File: src/rtl/lock_table_pkg.sv
`default_nettype none
// ============================================================================
// Module      : lock_table_pkg
// Description : Shared OmpSs manager command/ack encodings used by the lock
//               arbiter. The header word field positions and the command and
//               ack codes live here.
// Revision    : 1.0 - initial release
// ============================================================================
package lock_table_pkg;

    // Command header field positions within the 64-bit TDATA word
    localparam int CMD_TYPE_L   = 0;
    localparam int CMD_TYPE_H   = 7;
    localparam int LOCK_ID_L    = 8;
    localparam int LOCK_ID_H    = 15;
    localparam int LOCK_ID_BITS = LOCK_ID_H - LOCK_ID_L + 1;
    localparam int CMD_BITS     = CMD_TYPE_H - CMD_TYPE_L + 1;
    localparam int ACK_BITS     = 8;

    // Command codes
    localparam logic [CMD_BITS-1:0] CMD_LOCK_CODE   = 8'h04;
    localparam logic [CMD_BITS-1:0] CMD_UNLOCK_CODE = 8'h05;

    // Ack codes returned in the low byte of the ack word
    localparam logic [ACK_BITS-1:0] ACK_OK_CODE     = 8'h01;
    localparam logic [ACK_BITS-1:0] ACK_REJECT_CODE = 8'h02;

endpackage
`default_nettype wire

File: src/rtl/lock_table.sv
`default_nettype none
// ============================================================================
// Module      : lock_table
// Description : Multi-lock arbiter. Accepts lock/unlock command headers from
//               accelerators on an AXI-Stream, records the owner of each lock
//               and answers lock requests with an ACK_OK / ACK_REJECT word
//               routed back to the requesting accelerator.
// Ports       : clk, rstn (sync, active-low)
//               inStream_*  : command input  (TID = requesting accelerator)
//               outStream_* : ack output     (TDEST = requesting accelerator)
//               lock_busy   : per-lock held flag (registered)
// Revision    : 1.0 - initial release
// ============================================================================
module lock_table
    import lock_table_pkg::*;
#(
    parameter int ACC_BITS  = 4,
    parameter int NUM_LOCKS = 16
) (
    input  logic                 clk,
    input  logic                 rstn,
    input  logic [63:0]          inStream_TDATA,
    input  logic                 inStream_TVALID,
    input  logic [ACC_BITS-1:0]  inStream_TID,
    output logic                 inStream_TREADY,
    output logic [63:0]          outStream_TDATA,
    output logic                 outStream_TVALID,
    input  logic                 outStream_TREADY,
    output logic                 outStream_TLAST,
    output logic [ACC_BITS-1:0]  outStream_TDEST,
    output logic [NUM_LOCKS-1:0] lock_busy
);

    // Lock ID field must be able to address every lock
    if (NUM_LOCKS < 1 || NUM_LOCKS > 2**LOCK_ID_BITS) begin : g_bad_num_locks
        $error("lock_table: NUM_LOCKS must be in 1..2**LOCK_ID_BITS");
    end

    typedef enum logic [1:0] {
        ST_READ_HEADER = 2'd0,
        ST_CHECK_LOCK  = 2'd1,
        ST_SEND_ACK    = 2'd2
    } state_t;

    state_t                r_state;
    logic                  r_in_ready;
    logic                  r_out_valid;
    logic [ACK_BITS-1:0]   r_ack_code;
    logic [ACC_BITS-1:0]   r_dest;
    logic [ACC_BITS-1:0]   r_tid;
    logic [CMD_BITS-1:0]   r_cmd;
    logic [LOCK_ID_BITS-1:0] r_lock_id;
    logic [NUM_LOCKS-1:0]  r_held;
    logic [ACC_BITS-1:0]   r_owner [NUM_LOCKS];

    logic [NUM_LOCKS-1:0]  w_sel;        // one-hot decode of latched lock ID
    logic                  w_sel_held;
    logic [ACC_BITS-1:0]   w_sel_owner;
    logic                  w_lock_ok;
    logic                  w_unlock_ok;
    logic                  w_do_lock;
    logic                  w_unused_tdata;

    // Decoding by comparison rather than indexing: an out-of-range ID simply
    // matches no lock, so no separate range check is needed.
    always_comb begin
        w_sel       = '0;
        w_sel_owner = '0;
        for (int i = 0; i < NUM_LOCKS; i++) begin
            if (r_lock_id == LOCK_ID_BITS'(i)) begin
                w_sel[i]    = 1'b1;
                w_sel_owner = r_owner[i];
            end
        end
    end

    assign w_sel_held  = |(r_held & w_sel);
    assign w_lock_ok   = (|w_sel) & ~w_sel_held;
    assign w_unlock_ok = w_sel_held & (w_sel_owner == r_tid);
    assign w_do_lock   = (r_state == ST_CHECK_LOCK) && (r_cmd == CMD_LOCK_CODE) && w_lock_ok;

    // Payload bits above the lock ID carry nothing this block uses
    assign w_unused_tdata = ^inStream_TDATA[63:LOCK_ID_H+1];

    always_ff @(posedge clk) begin
        if (!rstn) begin
            r_state     <= ST_READ_HEADER;
            r_in_ready  <= 1'b1;
            r_out_valid <= 1'b0;
            r_ack_code  <= '0;
            r_dest      <= '0;
            r_tid       <= '0;
            r_cmd       <= '0;
            r_lock_id   <= '0;
            r_held      <= '0;
        end else begin
            case (r_state)
                ST_READ_HEADER: begin
                    if (inStream_TVALID && r_in_ready) begin
                        r_tid      <= inStream_TID;
                        r_cmd      <= inStream_TDATA[CMD_TYPE_H:CMD_TYPE_L];
                        r_lock_id  <= inStream_TDATA[LOCK_ID_H:LOCK_ID_L];
                        r_in_ready <= 1'b0;
                        r_state    <= ST_CHECK_LOCK;
                    end
                end
                ST_CHECK_LOCK: begin
                    if (r_cmd == CMD_LOCK_CODE) begin
                        r_dest      <= r_tid;
                        r_ack_code  <= w_lock_ok ? ACK_OK_CODE : ACK_REJECT_CODE;
                        r_out_valid <= 1'b1;
                        r_state     <= ST_SEND_ACK;
                        if (w_lock_ok) begin
                            r_held <= r_held | w_sel;
                        end
                    end else begin
                        // Unlock and unknown commands produce no ack
                        r_in_ready <= 1'b1;
                        r_state    <= ST_READ_HEADER;
                        if (r_cmd == CMD_UNLOCK_CODE && w_unlock_ok) begin
                            r_held <= r_held & ~w_sel;
                        end
                    end
                end
                ST_SEND_ACK: begin
                    if (outStream_TREADY) begin
                        r_out_valid <= 1'b0;
                        r_in_ready  <= 1'b1;
                        r_state     <= ST_READ_HEADER;
                    end
                end
                default: begin
                    r_out_valid <= 1'b0;
                    r_in_ready  <= 1'b1;
                    r_state     <= ST_READ_HEADER;
                end
            endcase
        end
    end

    // Owner table needs no reset: it is only consulted while held is set
    for (genvar g = 0; g < NUM_LOCKS; g++) begin : g_owner
        always_ff @(posedge clk) begin
            if (rstn && w_do_lock && w_sel[g]) begin
                r_owner[g] <= r_tid;
            end
        end
    end

    assign inStream_TREADY  = r_in_ready;
    assign outStream_TVALID = r_out_valid;
    assign outStream_TDATA  = {{(64-ACK_BITS){1'b0}}, r_ack_code};
    assign outStream_TDEST  = r_dest;
    assign outStream_TLAST  = 1'b1;
    assign lock_busy        = r_held;

endmodule
`default_nettype wire

File: config.mk
export PLATFORM = sky130hd
export DESIGN_NAME = lock_table
export DESIGN_NICKNAME = d
export VERILOG_FILES = /design/src/rtl/lock_table_pkg.sv /design/src/rtl/lock_table.sv
export SDC_FILE = /design/constraint.sdc
export NUM_CORES = 1
export LEC_CHECK = 0
export ABC_AREA = 1
export CAP_MARGIN = 20
export CORE_MARGIN = 10
export CORE_UTILIZATION = 43
export CTS_CLUSTER_DIAMETER = 150
export DETAILED_ROUTE_END_ITERATION = 8
export GPL_TIMING_DRIVEN = 0
export PLACE_DENSITY = 0.74
export RECOVER_POWER = 100
export SLEW_MARGIN = 20
export SYNTH_ARGS = -nofsm -noshare
export SYNTH_HDL_FRONTEND = slang
export SYNTH_SLANG_ARGS = --single-unit
File: constraint.sdc
create_clock -name clk -period 2.3 [get_ports clk]
set_clock_uncertainty 0.1 [all_clocks]
set_input_delay 0.46 -clock clk [delete_from_list [all_inputs] [get_ports clk]]
set_output_delay 0.46 -clock clk [all_outputs]
set_load 0.01 [all_outputs]
# After elaboration in Yosys (flattened, before gate mapping)
# Memory sizes are Yosys's and may differ from the RTL's.
# Cells that the tools add are included.
totals:
  reg_bits: 52
  mem_count: 1
  out_inout_bits: 87
  ramBits: 64
classes:
  n_reduce_logical: 47
  n_eq_ne: 25
  n_mux: 124
  bitwise_logic: 8
mem_list:
  columns: ["name", "depth", "word_bits", "read_ports", "rd_ports_with_merged_regs", "write_ports", "line", "rtl"]
  rows:
  - ["r_owner", 16, 4, 16, 0, 1, "lock_table.sv:54", "logic [ACC_BITS-1:0] r_owner [NUM_LOCKS];"]
op_table:
  columns: ["op", "count"]
  rows:
  - ["$mux 4", 46]
  - ["$mux 1", 68]
  - ["$eq 8x4->1 const B", 8]
  - ["$reduce_or 4->1", 15]
  - ["$eq 8x3->1 const B", 6]
  - ["$mux 16", 3]
  - ["$and 16x16->16", 2]
  - ["$reduce_or 16->1", 2]
  - ["$logic_and 1x1->1", 21]
  - ["$eq 8x2->1 const B", 2]
  - ["$not 16->16", 1]
  - ["$or 16x16->16", 1]
  - ["$reduce_and 3->1", 3]
  - ["$eq 8x1->1 const B", 1]
  - ["$logic_not 8->1", 1]
  - ["$mux 2", 4]
  - ["$ne 2x2->1 const B", 4]
  - ["$pmux 1 s3", 2]
  - ["$pmux 2 s3", 1]
  - ["$reduce_and 2->1", 3]
  - ["$eq 4x4->1", 1]
  - ["$and 1x1->1", 2]
  - ["$eq 2x1->1 const B", 1]
  - ["$eq 2x2->1 const B", 1]
  - ["other kinds (4)", 5]

# Depth between registers and ports, before layout
# Gate-level depths: netlist of the first run.
logic_depth:
  depth_word: 27
  depth_mapped: 25
  ltp_nobuf: 24

# Worst setup path after synthesis of the first run
# No wires, ideal clock.
synth_path:
  kind: "reg-to-reg"
  from: "register r_lock_id[6]"
  to: "memory r_owner[0][0] (enable)"
  required_time_ns: 1.871
  setup_time_ns: 0.329
  arrival_time_ns: 2.011
  path_stages_with_launch: 14
  period_less_slack_ns: 2.440
  path_buffers: 1
  path_slack_ns: -0.140
  cell_sequence: "dfxtp_1 nor2_1 nand2_2 inv_2 nand2_1 nor2_1 inv_1 o22ai_1 a221oi_1 nand2_1 nor2_1 nand4_1 clkbuf_1 nor2_1"
synth_between:
  elab_chain_len: 27
  elab_cells_between_ends: 132
  classes_between: "15 x eq/ne; 78 x mux; 3 x bitwise; 36 x reduce/logical"
synth_lines:
  columns: ["item", "line", "rtl"]
  rows:
  - ["start: declaration", "lock_table.sv:52", "logic [LOCK_ID_BITS-1:0] r_lock_id;"]
  - ["start signal: assignment", "lock_table.sv:102", "r_lock_id <= inStream_TDATA[LOCK_ID_H:LOCK_ID_L];"]
  - ["$eq 8x1->1, or another cell as far along", "lock_table.sv:70", "if (r_lock_id == LOCK_ID_BITS'(i)) begin"]
  - ["$mux 1", "lock_table.sv:70", null]
  - ["$and 16x16->16", "lock_table.sv:77", "assign w_sel_held = |(r_held & w_sel);"]
  - ["$reduce_or 16->1", "lock_table.sv:77", null]
  - ["$not 1->1", "lock_table.sv:78", "assign w_lock_ok = (|w_sel) & ~w_sel_held;"]
  - ["$and 1x1->1", "lock_table.sv:78", null]
  - ["$logic_and 1x1->1", "lock_table.sv:80", "assign w_do_lock = (r_state == ST_CHECK_LOCK) && (r_cmd == CMD_LOCK_CODE) && w_lock_ok;"]
  - ["$logic_and 1x1->1 (2 in a row)", "lock_table.sv:144", "if (rstn && w_do_lock && w_sel[g]) begin"]
  - ["$mux 1", "lock_table.sv:144", null]
  - ["$mux 1 (implied by the code)", "lock_table.sv:145", "r_owner[g] <= r_tid;"]
  - ["$reduce_or 4->1 (no source line)", null, null]
  - ["$mux 4 (no source line) / $mux 1 (equally long branches) (15 in a row)", null, null]
  - ["end: declaration", "lock_table.sv:54", null]
# Several ways; a longest one is shown, not always the timed one.

==> results of run 1 <==
==> per-stage QoR <==
step	util (%)	worst slack (ns)	power (mW)	cell area (µm²)	setup TNS, ns
final	59.9	-0.574	4.52	7170	-30.85
after global routing	59.9	-0.746	4.68	7170	-41.57
after CTS	57.1	-0.440	4.46	6830	-29.17
after detailed placement	51.5	-0.872	2.81	6160	-57.96
after global placement	51.5	-0.761	2.79	6160	-52.43
after floorplan	-	-0.0668	2.63	5520	-1.44
==> routing by layer <==
metal	global-route usage (%)	routed length, µm	vias to the layer above
li1	-	-	2140
met1	17.0	5420	1999
met2	26.2	6630	208
met3	4.91	1420	25
met4	6.75	252	0
met5	0	0	-
==> logic make-up after synthesis <==
family | after synthesis | synth area share, %
flip-flops | 110 | 54.4
AND/OR/NAND/NOR | 296 | 24.3
other | 2 | 0.144
AO/OA/AOI/OAI | 59 | 6.28
buffers and inverters | 142 | 14.9
==> final cells by class <==
type,count,share of cell area [%]
repair buffers,77,10.7
clock buffers,13,4.09
inverters,66,3.63
plain buffers,76,7.70
flip-flops and latches,110,39.8
well taps,147,2.57
clock inverters,3,0.314
multi-input cells,418,31.2
==> critical path: stages (launching register included) <==
cell	delay, ns
dfxtp_2	0.34
nor2_4	0.13
nand2_4	0.12
nor2_4	0.25
inv_4	0.08
nor2_4	0.17
nand2_1	0.08
nand4_1	0.10
nand2_1	0.07
nand2_1	0.06
nand2_1	0.07
nand4_1	0.11
nand2_1	0.09
nand3_2	0.08
nand2_1	0.05
nand2_1	0.05
nand3_1	0.07
nor2_1	0.09
nand3_1	0.13
nand2_4	0.14
buf_8	0.15
nand2_2	0.06
nand2_1	0.07
nand2_1	0.04
nor2_1	0.10
==> layout by cell type, fill, tap and decap left out, types with 19 or more instances in the layout <==
master / synthesis / final
o21ai_0: 25 / 25
edfxtp_1: 64 / 64
nor2_1: 94 / 66
dlygate4sd3_1: 0 / 25
inv_1: 48 / 47
a21oi_1: 21 / 21
nand2_1: 136 / 105
nor2_4: 3 / 30
nand3_1: 21 / 19
nand2_2: 5 / 26
dfxtp_1: 46 / 40
buf_4: 63 / 85
clkdlybuf4s50_1: 0 / 21
conb_1: 2 / 63
==> final timing paths <==
check	startpoint	endpoint	slack [ns]	cells past startpoint
setup / recovery	r_lock_id[6]$_SDFFE_PN0P_	flop	-0.57	24
hold reg to reg	r_ack_code[0]$_SDFFE_PN0P_	r_ack_code[0]$_SDFFE_PN0P_	0.40	2
hold / removal	r_ack_code[0]$_SDFFE_PN0P_	r_ack_code[0]$_SDFFE_PN0P_	0.40	2
setup reg to reg	r_lock_id[6]$_SDFFE_PN0P_	flop	-0.57	24
==> report_power, final <==
group          switching [mW]  internal [mW]
Combinational           0.424          0.286
Sequential             0.0814           2.14
Clock                   0.689          0.901
==> cells in the mapped netlist <==
cell,instances,area (µm²)
nand2_1,136,510
nor2_1,94,353
edfxtp_1,64,1920
buf_4,63,473
inv_1,48,180
dfxtp_1,46,921
o21ai_0,25,125
a21oi_1,21,105
nand3_1,21,105
inv_2,17,63.8
clkbuf_1,11,41.3
nand4_1,10,62.6
nor2_2,7,43.8
nand2_2,5,31.3
a221oi_1,4,35.0
nor3_1,4,20.0
or2_2,4,25.0
nor2_4,3,33.8
nor4_1,3,18.8
o22ai_1,3,18.8
or2_0,3,18.8
or2_1,3,18.8
conb_1,2,7.51
o21ai_1,2,10.0
a211oi_1,1,7.51
buf_2,1,5.00
buf_6,1,11.3
clkinv_1,1,3.75
nand3b_1,1,7.51
nor3_2,1,10.0
nor4b_1,1,8.76
o211a_1,1,10.0
o211ai_1,1,7.51
o311ai_0,1,8.76
==> repair_timing <==
item	in CTS	in global routing
setup buffers	13	16
setup endpoints to repair	81	87
pin swaps	23	42
gates resized for setup	65	51
cloned	1	1
==> summary.md, run 1 <==
| Metric | Value |
|---|---|
| Mean routed wirelength per cell | 15.1 µm |
| Initial Util | 43.7% |
| Post-synthesis sequential area ratio | between 50% and 60% |
| Register area | roughly 2900 µm² |
| DR vias/cell | 4.80 |
| CTS Root Cell | clkbuf_16 |
| ANT nets after route | 0 |
| Fmax | roughly 0.35 GHz |
| Clk sink count | between 100 and 150 |
| Final Cycle Share | 125% |
| Hold Fails Final Rpt | 0 |
| Clock transition at the registers of the reported paths | 0.07 ns |
| Drt initial violations | between 200 and 300 |
| Distinct cell type count after synthesis | 34 |
| Leakage | about 3.3 nW |
| DRC errors left | 0 |
| Syn-to-layout area delta | 37.2% |
| Skew-Pair Late Insertion Delay | ~0.35 ns |
| Worst Max-Slew Pin Slew | 0.767 ns |
| Endpoints failing setup | slightly above 80 |
| Setup WS post-layout | -0.574 ns |
| DPL Wire Length | ~9200 µm |
| CTS Buf Count | 9 |
| Largest net degree at the start of global routing | 19 |
| CP Capture Type | flop |
| Mapped cell area | 5220 µm² |
| Hold Crit Class | reg -> reg |
| N_diodes | 0 |
| Peak VDD IR | about 0.00036 V |
| CP Class | reg -> reg |
| Required time of the critical path | around 2.5 ns |
| Violated checks | negative setup slack |
| Hold Buf Count CTS | 0 |
| DRT Pass-1 Iters | 4 |
| First-pass GRT wire length | between 20,000 and 25,000 µm |
| Cells after Synth | between 600 and 700 |
| Gp weighted congestion | roughly 0.87 |
| Final non-filler cell total | around 900 |
| Die area | ~17,000 µm² |
| CTS tree | built |
| Avg Synthesized Cell Area | 8.58 µm² |
| Global-route usage over all layers | around 15% |
| CP startpoint kind | flop |
| RSZ-0062 raised after global routing | true |
| Via count | 4,372 |
| Outcome | complete, but fails checks |
| Synth Register Bits | 110 |
| Vias in the first global route | 4,323 |
| Core footprint | 12,000 µm² |
| Num rows | 40 |
| Max transition margin | around half |
| YS warnings | 0 |
| Drt total wl | 13,700 µm |
| Top Ports | ~160 |
| Max-slew violations | 0 |
| # port buffers | 46 |
| Share of cells above drive strength 1 | about 29% |
| Crit path max fanout | 6 |
| Die W | ~130 µm |
| Hold Worst Slack | ~0.4 ns |
| Cells after DPL | 863 |
| Initial antenna violation count | 0 |
| Arr. time, crit path | about 3 ns |
| Final min period | around 2.9 ns |
| PwrDens | approximately 630 nW/µm² |
| Multi-input gate area | 2230 µm² |
| Nets | 830 |
| Filler Cell Count | approximately 960 |
| Global route total overflow | 0 |
| Max-cap violations | 0 |
| Die Span Y | 130 µm |
| CTS H-tree lvls | 3 |
| Clock Tree Buf Depth | 2 |
Power figures use the tool's default switching activity.
==> run 2: changes to the inputs <==
- GPL_TIMING_DRIVEN: 0 -> not set
==> run 2 against run 1 <==
Against the previous run:
- the flow still finishes with violations (negative setup slack)
- highest routed layer unchanged
- combinational power up 3.2%
- sequential share of layout area up 1.2 points
- flip-flop and latch count unchanged
- routed wire length up 0.95%
- first-iteration DRC count up 14%
- power down 2.2%
- largest power group unchanged
- register-to-register slack about the same
- largest cell class unchanged
- final area down 3.1%
- die area unchanged
- global-route usage up 0.25 points
==> summary.md, run 2 (synthesized netlist as in run 1, its figures left out) <==
| Metric | Value |
|---|---|
| Outcome | complete, but fails checks |
| Violated checks | negative setup slack |
| Largest net degree at the start of global routing | 45 (+26) |
| Switching Power | 1.25 mW (+4.9%) |
| Skew-Pair Late Insertion Delay | 0.35 ns (about the same) |
| Worst Max-Slew Pin Slew | 0.923 ns (+0.156 ns) |
| PwrDens | 638 nW/µm² (+1.0%) |
| Crit path max fanout | 8 (+2) |
| DR vias/cell | 4.88 (+1.5%) |
| Endpoints failing setup | 81 (unchanged) |
| CTS Buf Count | 9 (unchanged) |
| CP startpoint kind | flop |
| Drt total wl | 13,900 µm (+0.95%) |
| DRC errors left | 0 (unchanged) |
| DRT Pass-1 Iters | 5 (+1) |
| Cells along the critical path | nor2_4, nand2_4, buf_4, nor3_4, inv_4, nor2_4, inv_4, o21ai_1, a221oi_1, nand2_1, nor2_4, nor3_2, nand2_1, nor2_1, nand3_1, nand2_4, buf_12, nand2_4, nor2_1, nor2_2 |
| Peak VDD IR | 0.000427 V (+18%) |
| Drt initial violations | 334 (+14%) |
| Worst path slowest cell | dfxtp_2 |
| Max-slew violations | 0 (unchanged) |
| Nets | 806 (-2.9%) |
| CTS tree | built |
| Gp weighted congestion | 0.875 (+0.32%) |
| Die area | 17,000 µm² (unchanged) |
| Worst path bufs/invs | 4 (+2) |
| Commonest non-fill, non-tap cells in the layout | 106 x nand2_1, 74 x nor2_1, 71 x buf_4, 64 x edfxtp_1, 63 x conb_1 |
| Die W | 130 µm (unchanged) |
| Die Span Y | 130 µm (unchanged) |
| Num rows | 40 (unchanged) |
| Sequential share of power | 49.2% (about the same) |
| Required time of the critical path | 2.45 ns (-0.03 ns) |
| Via count | 4,320 (-1.2%) |
| Initial Util | 43.7% (unchanged) |
| Switching power share of the total | 28.3% (+1.9 points) |
| Max-cap violations | 0 (unchanged) |
| Delay-heaviest family, CP | simple AND/OR/NAND/NOR gates |
| Leakage | 3.07 nW (-6.0%) |
| Clock transition at the registers of the reported paths | 0.08 ns (about the same) |
| CTS H-tree lvls | 3 (unchanged) |
| First-pass GRT wire length | 20,500 µm (-0.27%) |
| Arr. time, crit path | 3.03 ns (-0.02 ns) |
| P_int | 3.17 mW (-4.7%) |
| Total power | 4.43 mW (-2.2%) |
| DPL Wire Length | 9370 µm (+1.7%) |
| Global route total overflow | 0 (unchanged) |
| Worst path max stage delay | 0.34 ns (about the same) |
| Hold Fails Final Rpt | 0 (unchanged) |
| Most common cell after layout, fill and taps aside | nand2_1 |
| Setup WS post-layout | -0.587 ns (-0.0129 ns) |
| Filler Cell Count | 955 (-0.62%) |
| Initial antenna violation count | 0 (unchanged) |
| CTS Root Cell | clkbuf_16 |
| Clk sink count | 110 (unchanged) |
| Mean routed wirelength per cell | 15.6 µm (+3.7%) |
| Vias in the first global route | 4,178 (-3.4%) |
| # port buffers | 47 (+2.2%) |
| Core footprint | 12,000 µm² (unchanged) |
| Final min period | 2.89 ns (+0.0129 ns) |
| Final Cycle Share | 126% (+0.56 points) |
| Pre-CTS setup slack | -0.494 ns (+0.378 ns) |
| Share of cells above drive strength 1 | 27.3% (-2.2 points) |
| Fmax | 0.346 GHz (-0.45%) |
| Sum Neg Setup Slack | -38.17 ns (-7.32 ns) |
| Top Ports | 159 (unchanged) |
| Clock Tree Buf Depth | 2 (unchanged) |
| Hold Crit Class | reg -> reg |
| RSZ-0062 raised after global routing | true |
| Max transition margin | 38.4% (-10 points) |
| Clk pwr share | 34.2% (-1.0 points) |
| Cells after DPL | 859 (-0.46%) |
| Syn-to-layout area delta | 32.9% |
| CP Capture Type | flop |
| CP Class | reg -> reg |
| Combinational power share | 16.5% (+0.8 points) |
| Global-route usage over all layers | 15.5% (+0.25 points) |
| Final non-filler cell total | 886 (-2.6%) |
| Hold Worst Slack | 0.399 ns (-0.00225 ns) |
| N_diodes | 0 (unchanged) |
| ANT nets after route | 0 (unchanged) |
==> run 2: final timing paths <==
kind,cells past startpoint,slack [ns],from,endpoint
worst min register to register,2,0.40,r_ack_code[0]$_SDFFE_PN0P_,r_ack_code[0]$_SDFFE_PN0P_
worst max register to register,20,-0.59,r_lock_id[6]$_SDFFE_PN0P_,flop
worst min-delay path,2,0.40,r_ack_code[0]$_SDFFE_PN0P_,r_ack_code[0]$_SDFFE_PN0P_
worst max-delay path,20,-0.59,r_lock_id[6]$_SDFFE_PN0P_,flop
==> run 2: metal layers <==
| layer | wire, µm | share of wire (%) | up-vias | GRT usage (%) |
|---|---|---|---|---|
| met2 | 6770 | 49 | 186 | 27.3 |
| met4 | 297 | 2.1 | 0 | 5.69 |
| met5 | 0 | 0 | - | 0 |
| li1 | - | - | 2092 | - |
| met3 | 1220 | 8.8 | 24 | 3.85 |
| met1 | 5570 | 40 | 2018 | 17.9 |
==> run 2: what timing repair did <==
action	4_1_cts	5_1_grt
setup buffers	4	5
hold buffers	0	0
pin swaps	25	37
endpoints found under the setup margin	80	82
cloned	2	0
gates resized for setup	58	44
==> run 2: stage by stage <==
stage	util, %	area (µm²)
6_report	58.0	6940
4_1_cts	56.4	6750
3_5_place_dp	51.6	6170
5_1_grt	58.0	6940
3_3_place_gp	51.6	6170
2_1_floorplan	-	5520
==> run 2: worst reg2reg max path, delay by kind of cell, from the launching register on <==
kind	cells	cell delay, ns
AND/OR/NAND/NOR	14	1.62
buffers and inverters	4	0.52
flip-flops	1	0.34
AO/OA/AOI/OAI	2	0.19
==> run 2: cell type report <==
cell class                      instances  area (µm²)  share of cell area (%)
Clock inverter                          7        66.3                   0.955
Clock buffer                            9         225                    3.24
Timing Repair Buffer                  129        1140                    16.4
Sequential cell                       110        2850                    41.1
Multi-Input combinational cell        418        2220                    32.0
Inverter                               66         258                    3.71
Tap cell                              147         184                    2.65
==> run 2: power groups by stage <==
stage	clock, mW	sequential (mW)	combinational [mW]
4_1_cts	1.54	2.18	0.664
2_1_floorplan	0	2.22	0.410
3_3_place_gp	0	2.21	0.591
6_report	1.51	2.18	0.733
5_1_grt	1.63	2.18	0.795
3_5_place_dp	0	2.21	0.607
==> run 3: changes to the inputs <==
- clock period: 2.3 -> 2.4 ns (I/O delays scaled with it)
==> run 3 against run 2 <==
Against the previous run:
- the flow still finishes with violations (negative setup slack)
- register-to-register slack better by 0.16 ns
- highest routed layer unchanged
- maximum frequency up 2.0%
- hold slack worse by 0.0039 ns
- routed wire length down 2.9%
- combinational power down 8.6%
- non-clock buffer count up 4
- via count down 0.53%
==> summary.md, run 3 (synthesized netlist as in run 1, its figures left out) <==
| Metric | Value |
|---|---|
| Clock transition at the registers of the reported paths | 0.08 ns (about the same) |
| CTS tree | built |
| Skew-Pair Late Insertion Delay | 0.35 ns (about the same) |
| Violated checks | negative setup slack |
| Final min period | 2.83 ns (-0.0568 ns) |
| Core footprint | 12,000 µm² (unchanged) |
| Arr. time, crit path | 3.02 ns (about the same) |
| Clk sink count | 110 (unchanged) |
| CP Class | reg -> reg |
| Commonest non-fill, non-tap cells in the layout | 102 x nand2_1, 77 x nor2_1, 76 x buf_4, 64 x edfxtp_1, 63 x conb_1 |
| Required time of the critical path | 2.59 ns (+0.14 ns) |
| Fmax | 0.353 GHz (+2.0%) |
| Die Span Y | 130 µm (unchanged) |
| DPL Wire Length | 9290 µm (-0.80%) |
| Setup WS post-layout | -0.430 ns (+0.157 ns) |
| Global-route usage over all layers | 15.5% (about the same) |
| Combinational power share | 15.9% (-0.6 points) |
| PwrDens | 614 nW/µm² (-3.7%) |
| Initial Util | 43.7% (unchanged) |
| Global route total overflow | 0 (unchanged) |
| N_diodes | 0 (unchanged) |
| Nets | 810 (+0.50%) |
| Via count | 4,297 (-0.53%) |
| Most common cell after layout, fill and taps aside | nand2_1 |
| Clock Tree Buf Depth | 2 (unchanged) |
| ANT nets after route | 0 (unchanged) |
| CTS Buf Count | 9 (unchanged) |
| CTS Root Cell | clkbuf_16 |
| Initial antenna violation count | 0 (unchanged) |
| Num rows | 40 (unchanged) |
| Endpoints failing setup | 80 (-1.2%) |
| Vias in the first global route | 4,258 (+1.9%) |
| Leakage | 3.13 nW (+1.7%) |
| Fin util | 57.4% (-0.66 points) |
| DRC errors left | 0 (unchanged) |
| Switching Power | 1.18 mW (-5.7%) |
| Pre-CTS setup slack | -0.454 ns (+0.0398 ns) |
| Hold wc startpoint | r_cmd[2]$_SDFFE_PN0P_ |
| Crit path max fanout | 8 (unchanged) |
| Mean routed wirelength per cell | 15.1 µm (-3.3%) |
| Sequential share of power | 49.5% (+0.3 points) |
| First-pass GRT wire length | 20,700 µm (+0.64%) |
| P_int | 3.03 mW (-4.4%) |
| Switching power share of the total | 28.0% (-0.27 points) |
| # port buffers | 47 (unchanged) |
| Worst r2r src | r_lock_id[4]$_SDFFE_PN0P_ |
| Total power | 4.21 mW (-4.8%) |
| Max-cap violations | 0 (unchanged) |
| Largest net degree at the start of global routing | 45 (unchanged) |
| Worst Max-Slew Pin Slew | 0.985 ns (+0.0615 ns) |
| Drt total wl | 13,500 µm (-2.9%) |
| Gp weighted congestion | 0.845 (-3.4%) |
| Drt initial violations | 303 (-9.3%) |
| CTS H-tree lvls | 3 (unchanged) |
| Die W | 130 µm (unchanged) |
| Outcome | complete, but fails checks |
| Clk pwr share | 34.6% (+0.4 points) |
| Die area | 17,000 µm² (unchanged) |
| Final Cycle Share | 118% (-7.6 points) |
| Hold Buf Count CTS | 0 (unchanged) |
| DRT Pass-1 Iters | 5 (unchanged) |
| Syn-to-layout area delta | 31.4% |
| Top Ports | 159 (unchanged) |
| Sum Neg Setup Slack | -19.50 ns (+18.67 ns) |
| DR vias/cell | 4.83 (-0.98%) |
| Design Area, Final | 6860 µm² (-1.1%) |
| CP Capture Type | flop |
| Peak VDD IR | 0.000421 V (-1.4%) |
| Placed standard-cell area | 6140 µm² (-0.49%) |
| RSZ-0062 raised after global routing | true |
| Hold Fails Final Rpt | 0 (unchanged) |
| Hold Crit Class | reg -> reg |
| Max-slew violations | 0 (unchanged) |
| CP startpoint kind | flop |
| Worst setup path start | r_lock_id[4]$_SDFFE_PN0P_ |
| Share of cells above drive strength 1 | 27.2% (-0.15 points) |
| Max transition margin | 34.3% (-4.1 points) |
-- run 3: changes by cell type in the layout (fill, tap and decap cells not counted), sizes merged --
cell	change
clkdlybuf4s50	-25
dlygate4sd3	+25
buf	+3
clkbuf	+2
clkinv	-2
inv	+1
-- run 3: what timing repair did --
action,4_1_cts,5_1_grt
hold endpoints to repair,0,0
resized for setup,57,42
setup buffers,9,2
gates cloned,1,0
setup endpoints to repair,80,81
pin swaps,21,35
-- run 3: metrics by stage --
stage	cells	hold slack, ns
after floorplan	670	0.351
after global placement	862	0.366
after detailed placement	862	0.386
after CTS	888	0.396
after global routing	890	0.424
final	890	0.396
-- run 3: final timing paths --
path | end | slack [ns] | depth (start not counted)
worst max-delay path | flop | -0.43 | 23
worst min register to register | r_cmd[2]$_SDFFE_PN0P_ | 0.40 | 2
worst max register to register | flop | -0.43 | 23
worst min-delay path | r_cmd[2]$_SDFFE_PN0P_ | 0.40 | 2
-- run 3: per-layer routing --
layer | GRT usage [%] | wire length (µm) | vias to the layer above
met5 | 0 | 0 | -
met4 | 6.22 | 320 | 0
met3 | 3.98 | 1340 | 23
met2 | 26.5 | 6230 | 188
met1 | 18.2 | 5570 | 1997
li1 | - | - | 2089
-- run 3: area by class of cell --
type	count	area (µm²)
Timing Repair Buffer	133	1150
Fill cell	997	5100
Tap cell	147	184
Clock inverter	6	62.6
Inverter	66	250
Multi-Input combinational cell	418	2140
Sequential cell	110	2850
Clock buffer	10	229
-- run 3: power groups by stage --
stage	Sequential (mW)	Clock [mW]	Combinational, mW
2_1_floorplan	2.13	0	0.387
3_3_place_gp	2.11	0	0.559
3_5_place_dp	2.12	0	0.577
4_1_cts	2.08	1.47	0.631
5_1_grt	2.09	1.56	0.731
6_report	2.08	1.46	0.670
-- run 3: critical path: stages (launching register included) --
cell and delay, ns:
dfxtp_2 0.34, nor2_4 0.12, nand2_4 0.11, nor2_4 0.17, inv_2 0.09, nor2_4 0.14
buf_4 0.14, inv_2 0.03, nor2_1 0.12, nor2_2 0.06, nand4_1 0.10, nor2_2 0.06
nand4_1 0.07, nand2_1 0.10, nand3_2 0.10, a21oi_1 0.07, nor2_1 0.10, nand3_1 0.13
nand2_4 0.14, buf_12 0.17, nand2_4 0.05, nand2_1 0.05, nand2_1 0.06, nor2_2 0.12
